### config.mk
export PLATFORM = sky130hd
export DESIGN_NAME = fp_adder_scheduler
export DESIGN_NICKNAME = d
export VERILOG_FILES = /design/src/rtl/fp_scheduler_pkg.sv /design/src/rtl/rr_arbiter.sv /design/src/rtl/fp_adder_scheduler.sv
export SDC_FILE = /design/constraint.sdc
export NUM_CORES = 1
export LEC_CHECK = 0
export ABC_AREA = 1
export CORE_AREA = 5 5 154 156
export DETAILED_ROUTE_END_ITERATION = 16
export DIE_AREA = 0 0 159 161
export GPL_TIMING_DRIVEN = 1
export PLACE_DENSITY = 0.79
export SYNTH_ARGS = -nofsm -noshare
export SYNTH_HDL_FRONTEND = slang
export SYNTH_HIERARCHICAL = 1
export SYNTH_SLANG_ARGS = --single-unit
### constraint.sdc
create_clock -name clk_i -period 3 [get_ports clk_i]
set_clock_uncertainty 0.05 [all_clocks]
set_input_delay 0.6 -clock clk_i [delete_from_list [all_inputs] [get_ports clk_i]]
set_output_delay 0.6 -clock clk_i [all_outputs]
set_load 0.005 [all_outputs]
### src/rtl/fp_scheduler_pkg.sv
// Shared types and width helpers for the floating-point adder scheduler.
// Tag ids are sized for the largest supported requester count (16).
package fp_scheduler_pkg;

    typedef enum logic [1:0] {
        ARB   = 2'd0,
        DRAIN = 2'd1,
        DONE  = 2'd2
    } state_e;

    localparam int TAG_IDW = 4;

    typedef struct packed {
        logic               valid;
        logic [TAG_IDW-1:0] id;
    } tag_t;

    function automatic int fp_width(input int exp_w, input int frac_w);
        return 1 + exp_w + frac_w;
    endfunction

    function automatic int id_width(input int n);
        return (n > 1) ? $clog2(n) : 1;
    endfunction

endpackage

### src/rtl/rr_arbiter.sv
// Round-robin request scan starting at a registered pointer.
// The pointer moves past the winner whenever a grant is issued.
module rr_arbiter
    import fp_scheduler_pkg::*;
#(
    parameter  int NUM_REQ = 4,
    localparam int IDW     = id_width(NUM_REQ)
) (
    input  logic               clk_i,
    input  logic               rst_ni,
    input  logic [NUM_REQ-1:0] req_i,
    input  logic               en_i,
    output logic [NUM_REQ-1:0] gnt_o,
    output logic [IDW-1:0]     id_o
);

    logic [IDW-1:0] ptr_q, ptr_d;
    logic [IDW-1:0] idx;
    logic           found;

    always_comb begin
        gnt_o = '0;
        id_o  = '0;
        found = 1'b0;
        idx   = '0;
        for (int off = 0; off < NUM_REQ; off++) begin
            idx = IDW'((int'(ptr_q) + off) % NUM_REQ);
            if (en_i && !found && req_i[idx]) begin
                found      = 1'b1;
                gnt_o[idx] = 1'b1;
                id_o       = idx;
            end
        end
    end

    always_comb begin
        if (id_o == IDW'(NUM_REQ - 1)) begin
            ptr_d = '0;
        end else begin
            ptr_d = id_o + IDW'(1);
        end
    end

    always_ff @(posedge clk_i or negedge rst_ni) begin
        if (!rst_ni) begin
            ptr_q <= '0;
        end else if (|gnt_o) begin
            ptr_q <= ptr_d;
        end
    end

endmodule

### src/rtl/fp_adder_scheduler.sv
// Shares one pipelined FP adder among NUM_REQ requesters, tagging each
// issued add with its requester id and routing the result back.
module fp_adder_scheduler
    import fp_scheduler_pkg::*;
#(
    parameter  int EXP_WIDTH     = 8,
    parameter  int FRAC_WIDTH    = 23,
    parameter  int NUM_REQ       = 4,
    parameter  int ADDER_LATENCY = 4,
    localparam int W             = fp_width(EXP_WIDTH, FRAC_WIDTH),
    localparam int IDW           = id_width(NUM_REQ),
    localparam int CW            = $clog2(ADDER_LATENCY + 3)
) (
    input  logic                 clk_i,
    input  logic                 rst_ni,
    input  logic [NUM_REQ-1:0]   req_valid_i,
    output logic [NUM_REQ-1:0]   req_ready_o,
    input  logic [NUM_REQ*W-1:0] req_a_i,
    input  logic [NUM_REQ*W-1:0] req_b_i,
    output logic [NUM_REQ-1:0]   rsp_valid_o,
    output logic [W-1:0]         rsp_data_o,
    output logic [W-1:0]         add_a_o,
    output logic [W-1:0]         add_b_o,
    output logic                 add_valid_o,
    input  logic [W-1:0]         add_result_i,
    input  logic                 add_valid_i,
    input  logic                 drain_i,
    output logic                 drain_done_o,
    output logic [CW-1:0]        inflight_o,
    output logic                 err_o
);

    // Extra stage covers the edge on which the adder samples its inputs.
    localparam int DEPTH = ADDER_LATENCY + 1;

    state_e             state_q, state_d;
    logic [NUM_REQ-1:0] gnt;
    logic [IDW-1:0]     gnt_id;
    logic               arb_en;
    logic               accept;
    logic [W-1:0]       sel_a, sel_b;
    logic [W-1:0]       add_a_q, add_b_q;
    logic               add_valid_q;
    logic [IDW-1:0]     id_q;
    tag_t               tag_in, tag_out;
    tag_t               tag_q [DEPTH];
    logic               rsp_fire;
    logic [NUM_REQ-1:0] rsp_valid_d, rsp_valid_q;
    logic [W-1:0]       rsp_data_q;
    logic [CW-1:0]      inflight_d, inflight_q;
    logic               err_d, err_q;

    assign arb_en = (state_q == ARB) && !drain_i;
    assign accept = |gnt;

    rr_arbiter #(
        .NUM_REQ(NUM_REQ)
    ) u_arb (
        .clk_i  (clk_i),
        .rst_ni (rst_ni),
        .req_i  (req_valid_i),
        .en_i   (arb_en),
        .gnt_o  (gnt),
        .id_o   (gnt_id)
    );

    always_comb begin
        sel_a = '0;
        sel_b = '0;
        for (int i = 0; i < NUM_REQ; i++) begin
            if (gnt[i]) begin
                sel_a = req_a_i[i*W +: W];
                sel_b = req_b_i[i*W +: W];
            end
        end
    end

    always_ff @(posedge clk_i or negedge rst_ni) begin
        if (!rst_ni) begin
            add_valid_q <= 1'b0;
            add_a_q     <= '0;
            add_b_q     <= '0;
            id_q        <= '0;
        end else begin
            add_valid_q <= accept;
            if (accept) begin
                add_a_q <= sel_a;
                add_b_q <= sel_b;
                id_q    <= gnt_id;
            end
        end
    end

    always_comb begin
        tag_in.valid = add_valid_q;
        tag_in.id    = TAG_IDW'(id_q);
    end

    assign tag_out = tag_q[DEPTH-1];

    always_ff @(posedge clk_i or negedge rst_ni) begin
        if (!rst_ni) begin
            for (int i = 0; i < DEPTH; i++) begin
                tag_q[i] <= '0;
            end
        end else begin
            tag_q[0] <= tag_in;
            for (int i = 1; i < DEPTH; i++) begin
                tag_q[i] <= tag_q[i-1];
            end
        end
    end

    assign rsp_fire = add_valid_i && tag_out.valid;

    always_comb begin
        rsp_valid_d = '0;
        for (int i = 0; i < NUM_REQ; i++) begin
            rsp_valid_d[i] = rsp_fire && (tag_out.id == TAG_IDW'(i));
        end
    end

    // A tag that meets no result still retires, so it is counted down too.
    always_comb begin
        inflight_d = inflight_q;
        unique case ({accept, tag_out.valid})
            2'b10:   inflight_d = inflight_q + CW'(1);
            2'b01:   inflight_d = inflight_q - CW'(1);
            default: inflight_d = inflight_q;
        endcase
    end

    assign err_d = err_q | (add_valid_i ^ tag_out.valid);

    always_ff @(posedge clk_i or negedge rst_ni) begin
        if (!rst_ni) begin
            rsp_valid_q <= '0;
            rsp_data_q  <= '0;
            inflight_q  <= '0;
            err_q       <= 1'b0;
        end else begin
            rsp_valid_q <= rsp_valid_d;
            if (rsp_fire) begin
                rsp_data_q <= add_result_i;
            end
            inflight_q <= inflight_d;
            err_q      <= err_d;
        end
    end

    always_comb begin
        state_d = state_q;
        unique case (state_q)
            ARB: begin
                if (drain_i) state_d = DRAIN;
            end
            DRAIN: begin
                if (!drain_i) begin
                    state_d = ARB;
                end else if (inflight_q == '0) begin
                    state_d = DONE;
                end
            end
            DONE: begin
                if (!drain_i) state_d = ARB;
            end
            default: state_d = ARB;
        endcase
    end

    always_ff @(posedge clk_i or negedge rst_ni) begin
        if (!rst_ni) begin
            state_q <= ARB;
        end else begin
            state_q <= state_d;
        end
    end

    assign req_ready_o  = gnt;
    assign add_a_o      = add_a_q;
    assign add_b_o      = add_b_q;
    assign add_valid_o  = add_valid_q;
    assign rsp_valid_o  = rsp_valid_q;
    assign rsp_data_o   = rsp_data_q;
    assign inflight_o   = inflight_q;
    assign err_o        = err_q;
    assign drain_done_o = (state_q == DONE);

endmodule

==> flow_summary.toml, run 1 <==
[clocking]
cts_htree_levels = 4
root_buffer = "clkbuf_16"
cts_tree = "done"
clk_pin_slew_ns = 0.07
numCtsBuffers = 17
clock-sinks = 126
clk_latency_ns = 0.41
cts_buffer_depth = 2

[power_and_ir_drop]
power.switching_w = 0.00467
p_int_w = 0.00669
vdd_drop_max_mv = 0.563
leakage_nw = 5.86
p_seq_frac = 0.259
p_comb_frac = 0.558
powerDensity_nw_per_um2 = 925
p_clk_frac = 0.183
p_sw_frac = 0.411
design_power_total_w = 0.0114

[floorplan]
die_w_um = 159
die_y_um = 161
coreArea_um2 = 22200
io_pins = 406
rows = 55
die_area_um2 = 25600
start_util = 0.323

[detailed_routing]
ant_nets = 0
drc = 0
wl_um = 29600
vias = 8233
drtIter0Drc = 793
drt_pass1_iterations = 5
avgViaCountPerCell = 4.85
wire_per_inst_um = 17.4

[timing]
fin_crit_ns = 2.87
tightest_slew_ns = 0.855
setup_viol = 0
setup_ws_ns = 0.130
timing_hold_violations_final = 0
slew_violations = 0
maxSlewHeadroom = 0.430
fin_crit_sh = 0.957
fmax_ghz = 0.348

[worst_setup_path]
start_kind = "flip-flop"
crit_fanout = 4
required_ns = 2.35
cp.arrival_ns = 2.22
criticalPathCategory = "reg -> out"
endpoint_kind = "primary output"

[final_layout]
finalInstanceArea_um2 = 12300
drive_above_1_share = 0.0912
finalNetCount = 1708
area_delta_synth_final_pct = 71.1
antenna_cells = 0

[global_routing]
grt_pass1_wl_um = 45200
overflow = 0
antenna_found_initial = 0
grt_pass1_vias = 8037
grt.total_usage = 0.220
grt_start_max_net_pins = 76

[yosys]
avgSynthCellArea_um2 = 7.19
ys_seq_elements = 126
syn_inst = 999
synth_seq_area_share = 0.439
syn_nets = 1306
yosys_warnings = 6
syn_area_um2 = 7180
synth.distinct_cells = 31

[flow_run]
maxCapViolations = 0

[placed_design]
placed_cell_area_um2 = 11600
dpl.hpwl_um = 22100
place_ws_ns = -0.202
io_buffer_count = 405
gp_congestion = 0.900

[hold_path]
hold_class = "in -> async"

[run_status]
outcome = "completed"
## through the flow
| stage | hold WS [ns] | std cells | setup TNS (ns) | utilization |
|---|---|---|---|---|
| 4_1_cts | 0.177 | 1697 | -0.215 | 0.549 |
| 3_5_place_dp | 0.285 | 1662 | -4.74 | 0.521 |
| 3_3_place_gp | 0.281 | 1662 | -0.839 | 0.521 |
| 5_1_grt | 0.169 | 1699 | -0.00594 | 0.553 |
| 2_1_floorplan | 0.254 | 999 | 0 | - |
| 6_report | 0.124 | 1699 | 0 | 0.553 |
## cells in the final DEF, fill, tap and decap left out, types with 2 or more instances in the layout
master,n
nand2_4,4
inv_2,6
o21ai_0,3
buf_12,3
nand2_2,18
clkdlybuf4s50_1,400
inv_1,75
clkinvlp_4,2
ha_1,9
inv_6,3
clkbuf_16,17
dfrtp_2,2
inv_4,2
nand3_4,4
buf_4,35
inv_8,6
a21oi_1,64
nor2_8,2
nand3_1,204
nand3_2,10
dfrtp_1,124
nand2_1,381
nor2_2,4
buf_6,2
nor3_1,5
nand4_1,4
nor2_1,2
clkinv_1,5
## flip-flops by register name (all words and copies together), names as in the netlist, named ones only
register and count:
state_q 2, add_b_o 32, tag_q 12, add_a_o 32, inflight_o 3, rsp_valid_o 4, tag_out 3, rsp_data_o 32
id_q 2, add_valid_o 1, err_o 1, u_arb/ptr_q 1
## cell usage after synthesis
master,count,area (µm²)
a21oi_1,64,320
nor2_1,4,15.0
buf_12,1,20.0
buf_4,7,52.6
nor2_8,2,40.0
clkinv_1,5,18.8
buf_1,4,15.0
nand3_1,210,1050
nand4_1,4,25.0
buf_6,4,45.0
nand2_1,383,1440
o21ai_0,3,15.0
nand2_2,19,119
xor2_1,1,8.76
nand2_4,1,11.3
and3_1,1,6.26
ha_1,10,125
buf_2,35,175
nor2_2,2,12.5
inv_1,77,289
nand3_2,8,80.1
fa_1,1,20.0
nand3b_1,1,7.51
nor3_1,5,25.0
clkbuf_1,11,41.3
or2_2,1,6.26
and2_4,1,8.76
inv_2,6,22.5
dfrtp_1,126,3150
o21ai_1,1,5.00
xnor2_1,1,8.76
## power groups by stage
stage / logic, W / clock network [W] / registers [W]
detailed placement: 0.00622 / 0 / 0.00296
floorplan: 0.00325 / 0 / 0.00300
global route: 0.00697 / 0.00223 / 0.00304
finish: 0.00634 / 0.00208 / 0.00294
global placement: 0.00608 / 0 / 0.00293
CTS: 0.00629 / 0.00215 / 0.00295
## worst max-delay path: stages, from the launching register on
cell,delay [ns]
dfrtp_2,0.41
inv_2,0.09
ha_4,0.23
inv_4,0.08
nand3_4,0.10
nand2_4,0.11
inv_4,0.06
nor2_8,0.13
buf_4,0.13
nand3_1,0.10
nand3_4,0.12
clkdlybuf4s15_1,0.25
## routing by layer
layer  part of all wire  routed length, µm  track usage
met4              0.017                509       0.0613
met5                  0                  0            0
met2               0.51              15100        0.387
met3              0.071               2120       0.0544
met1               0.40              12000        0.270
## final timing paths
path                                      from                   endpoint  slack, ns  depth (start not counted)
min                                     rst_ni  inflight_o[0]$_DFFE_PN0P_       0.12                          1
max reg2reg                          flip-flop  inflight_o[2]$_DFFE_PN0P_       0.18                         19
max in group asynchronous               rst_ni         tag_q[5]$_DFF_PN0_       1.98                          2
min reg2reg                tag_q[14]$_DFF_PN0_         tag_q[9]$_DFF_PN0_       0.30                          0
max                                  flip-flop             req_ready_o[2]       0.13                         11
min in group clk_i         tag_q[14]$_DFF_PN0_         tag_q[9]$_DFF_PN0_       0.30                          0
## logic make-up (layout without fill, tap and decap cells)
group	count (synthesis)	count (layout)	synth area share
AOI/OAI and AO/OA	68	68	0.0474
xor gates and xnor gates	2	2	0.00244
adders and majority gates	11	11	0.0202
buffers and inverters	150	564	0.0946
DFF	126	126	0.439
and+or+nand+nor	642	643	0.396
## final cells by class
class	count	area, µm²
fillers	2032	9940
repair buffers	444	4390
multi-input cells	724	3460
flip-flops and latches	126	3160
clock buffers	17	425
well taps	285	357
inverters	88	335
clock inverters	15	169
## timing repair
action,in CTS,in global routing
pin swaps,1,3
endpoints found under the setup margin,4,5
resized for setup,7,17
hold buffers,0,0
setup buffers,2,2
cloned,1,0
(Power assumes the default switching activity.)
==> inputs of run 2 (changes only) <==
- CORE_AREA: 5 5 154 156 -> not set
- CORE_ASPECT_RATIO: not set -> 0.5
- CORE_MARGIN: not set -> 5
- CORE_UTILIZATION: not set -> 35
- DIE_AREA: 0 0 159 161 -> not set
- PLACE_DENSITY: 0.79 -> 0.83
==> run 2 against run 1 <==
  * Maximum frequency increased by 1.0%
  * Core utilization rose by 4.7 points
  * Count of clock-buffer cells in the layout grew 4
==> flow_summary.toml, run 2 (same netlist as run 1, synthesis figures left out) <==
[run_status]
outcome = "completed"

[detailed_routing]
ant_nets = 0
avgViaCountPerCell = 4.98
drtIter0Drc = 905
drc = 0
wire_per_inst_um = 18.0
wl_um = 30300
drt_pass1_iterations = 8
vias = 8397

[worst_setup_path]
endpoint_kind = "primary output"
cp-endpoint = "req_ready_o[2]"
start_kind = "flip-flop"
criticalPathCategory = "reg -> out"
worstRegToRegCells = 17
cp.arrival_ns = 2.19
crit_fanout = 10
rr_endpoint = "inflight_o[2]$_DFFE_PN0P_"
r2r_setup_slack_ns = 0.23
required_ns = 2.35

[floorplan]
rows = 37
io_pins = 406
die_area_um2 = 23700
coreArea_um2 = 20400
die_w_um = 213
die_y_um = 111
start_util = 0.353

[final_layout]
finalNetCount = 1706
area_delta_synth_final_pct = 70.1
final_cell_mix = "400 x clkdlybuf4s50_1, 382 x nand2_1, 205 x nand3_1, 124 x dfrtp_1, 75 x inv_1"
drive_above_1_share = 0.0850
layout_commonest_cell = "clkdlybuf4s50_1"
final_util = 0.600

[placed_design]
io_buffer_count = 405
dpl.hpwl_um = 23300
gp_congestion = 0.959
place_ws_ns = -0.228

[clocking]
root_buffer = "clkbuf_16"
cts_tree = "done"
clk_pin_slew_ns = 0.06
cts_htree_levels = 4
cts_buffer_depth = 2
clk_latency_ns = 0.42
clock-sinks = 126
numCtsBuffers = 17
post-cts-setup-buffers = 0

[global_routing]
grt_pass1_wl_um = 46200
antenna_found_initial = 2
grt.total_usage = 0.248
overflow = 0
grt_pass1_vias = 8240
grt_start_max_net_pins = 65

[power_and_ir_drop]
vdd_drop_max_mv = 0.480
p_clk_frac = 0.178
p_comb_frac = 0.558
p_seq_frac = 0.264
power.switching_w = 0.00460
leakage_nw = 5.83
powerDensity_nw_per_um2 = 929
p_int_w = 0.00675
p_sw_frac = 0.405

[timing]
fin_crit_sh = 0.947
maxSlewHeadroom = 0.353
fin_crit_ns = 2.84
slew_violations = 0
tightest_slew_ns = 0.965
setup_ws_ns = 0.160
setup_viol = 0
fmax_ghz = 0.352
timing_hold_violations_final = 0

[hold_path]
hold_class = "in -> async"

[flow_run]
maxCapViolations = 0
## run 2: power by group through the flow
stage / registers [W] / clock network [W] / logic (W)
global route: 0.00309 / 0.00214 / 0.00692
global placement: 0.00297 / 0 / 0.00611
CTS: 0.00299 / 0.00206 / 0.00632
finish: 0.00300 / 0.00202 / 0.00633
detailed placement: 0.00300 / 0 / 0.00629
floorplan: 0.00300 / 0 / 0.00325
## run 2: layer usage
layer	global-route usage	vias to the layer above	share of wire
met5	0	-	0
met3	0.0447	61	0.053
met4	0.0839	0	0.026
met1	0.300	4040	0.39
met2	0.444	312	0.53
li1	-	3984	-
## run 2: layout make-up
type	count	area, µm²
inverters	88	330
fillers	1800	8150
flip-flops and latches	126	3160
well taps	273	342
diodes	2	5.00
clock buffers	21	450
multi-input cells	723	3410
clock inverters	10	115
repair buffers	443	4410
## run 2: how the worst min path moves through the flow
stage	start	end	slack, ns	cells after the start
after floorplan	rst_ni	add_a_o[0]$_DFFE_PN0P_	0.25	0
after global placement	tag_q[9]$_DFF_PN0_	tag_out[4]$_DFF_PN0_	0.28	0
after detailed placement	tag_q[24]$_DFF_PN0_	tag_q[19]$_DFF_PN0_	0.28	0
after CTS	rst_ni	rsp_data_o[27]$_DFFE_PN0P_	0.10	1
after global routing	rst_ni	rsp_data_o[25]$_DFFE_PN0P_	0.14	1
final	rst_ni	rsp_data_o[4]$_DFFE_PN0P_	0.11	1
## run 2: worst max-delay path, stage by stage, from the launching register on
cell,delay (ns)
dfrtp_2,0.41
inv_2,0.09
ha_4,0.23
inv_2,0.10
nand3_2,0.11
nand2_2,0.10
inv_2,0.06
nor2_8,0.16
nand3_2,0.11
nand3_4,0.12
dlygate4sd2_1,0.29
## run 2: what timing repair did
item,4_1_cts,5_1_grt
gates resized for setup,6,6
endpoints found under the setup margin,4,2
pin swaps,0,1
hold buffers,0,0
## run 2: through the flow
step	area [µm²]	hold WS (ns)	cells	power (W)	TNS, ns
after detailed placement	11600	0.285	1653	0.00929	-0.682
final	12200	0.107	1686	0.0114	0
after CTS	12200	0.102	1684	0.0114	0
after floorplan	7200	0.254	999	0.00625	0
after global routing	12200	0.136	1686	0.0122	-0.00480
after global placement	11600	0.282	1653	0.00907	-0.212
==> inputs of run 3 (changes only) <==
- CTS_CLUSTER_SIZE: not set -> 24
==> results of run 3 <==
The final DEF is identical to that of run 2; final timing and power are the same.
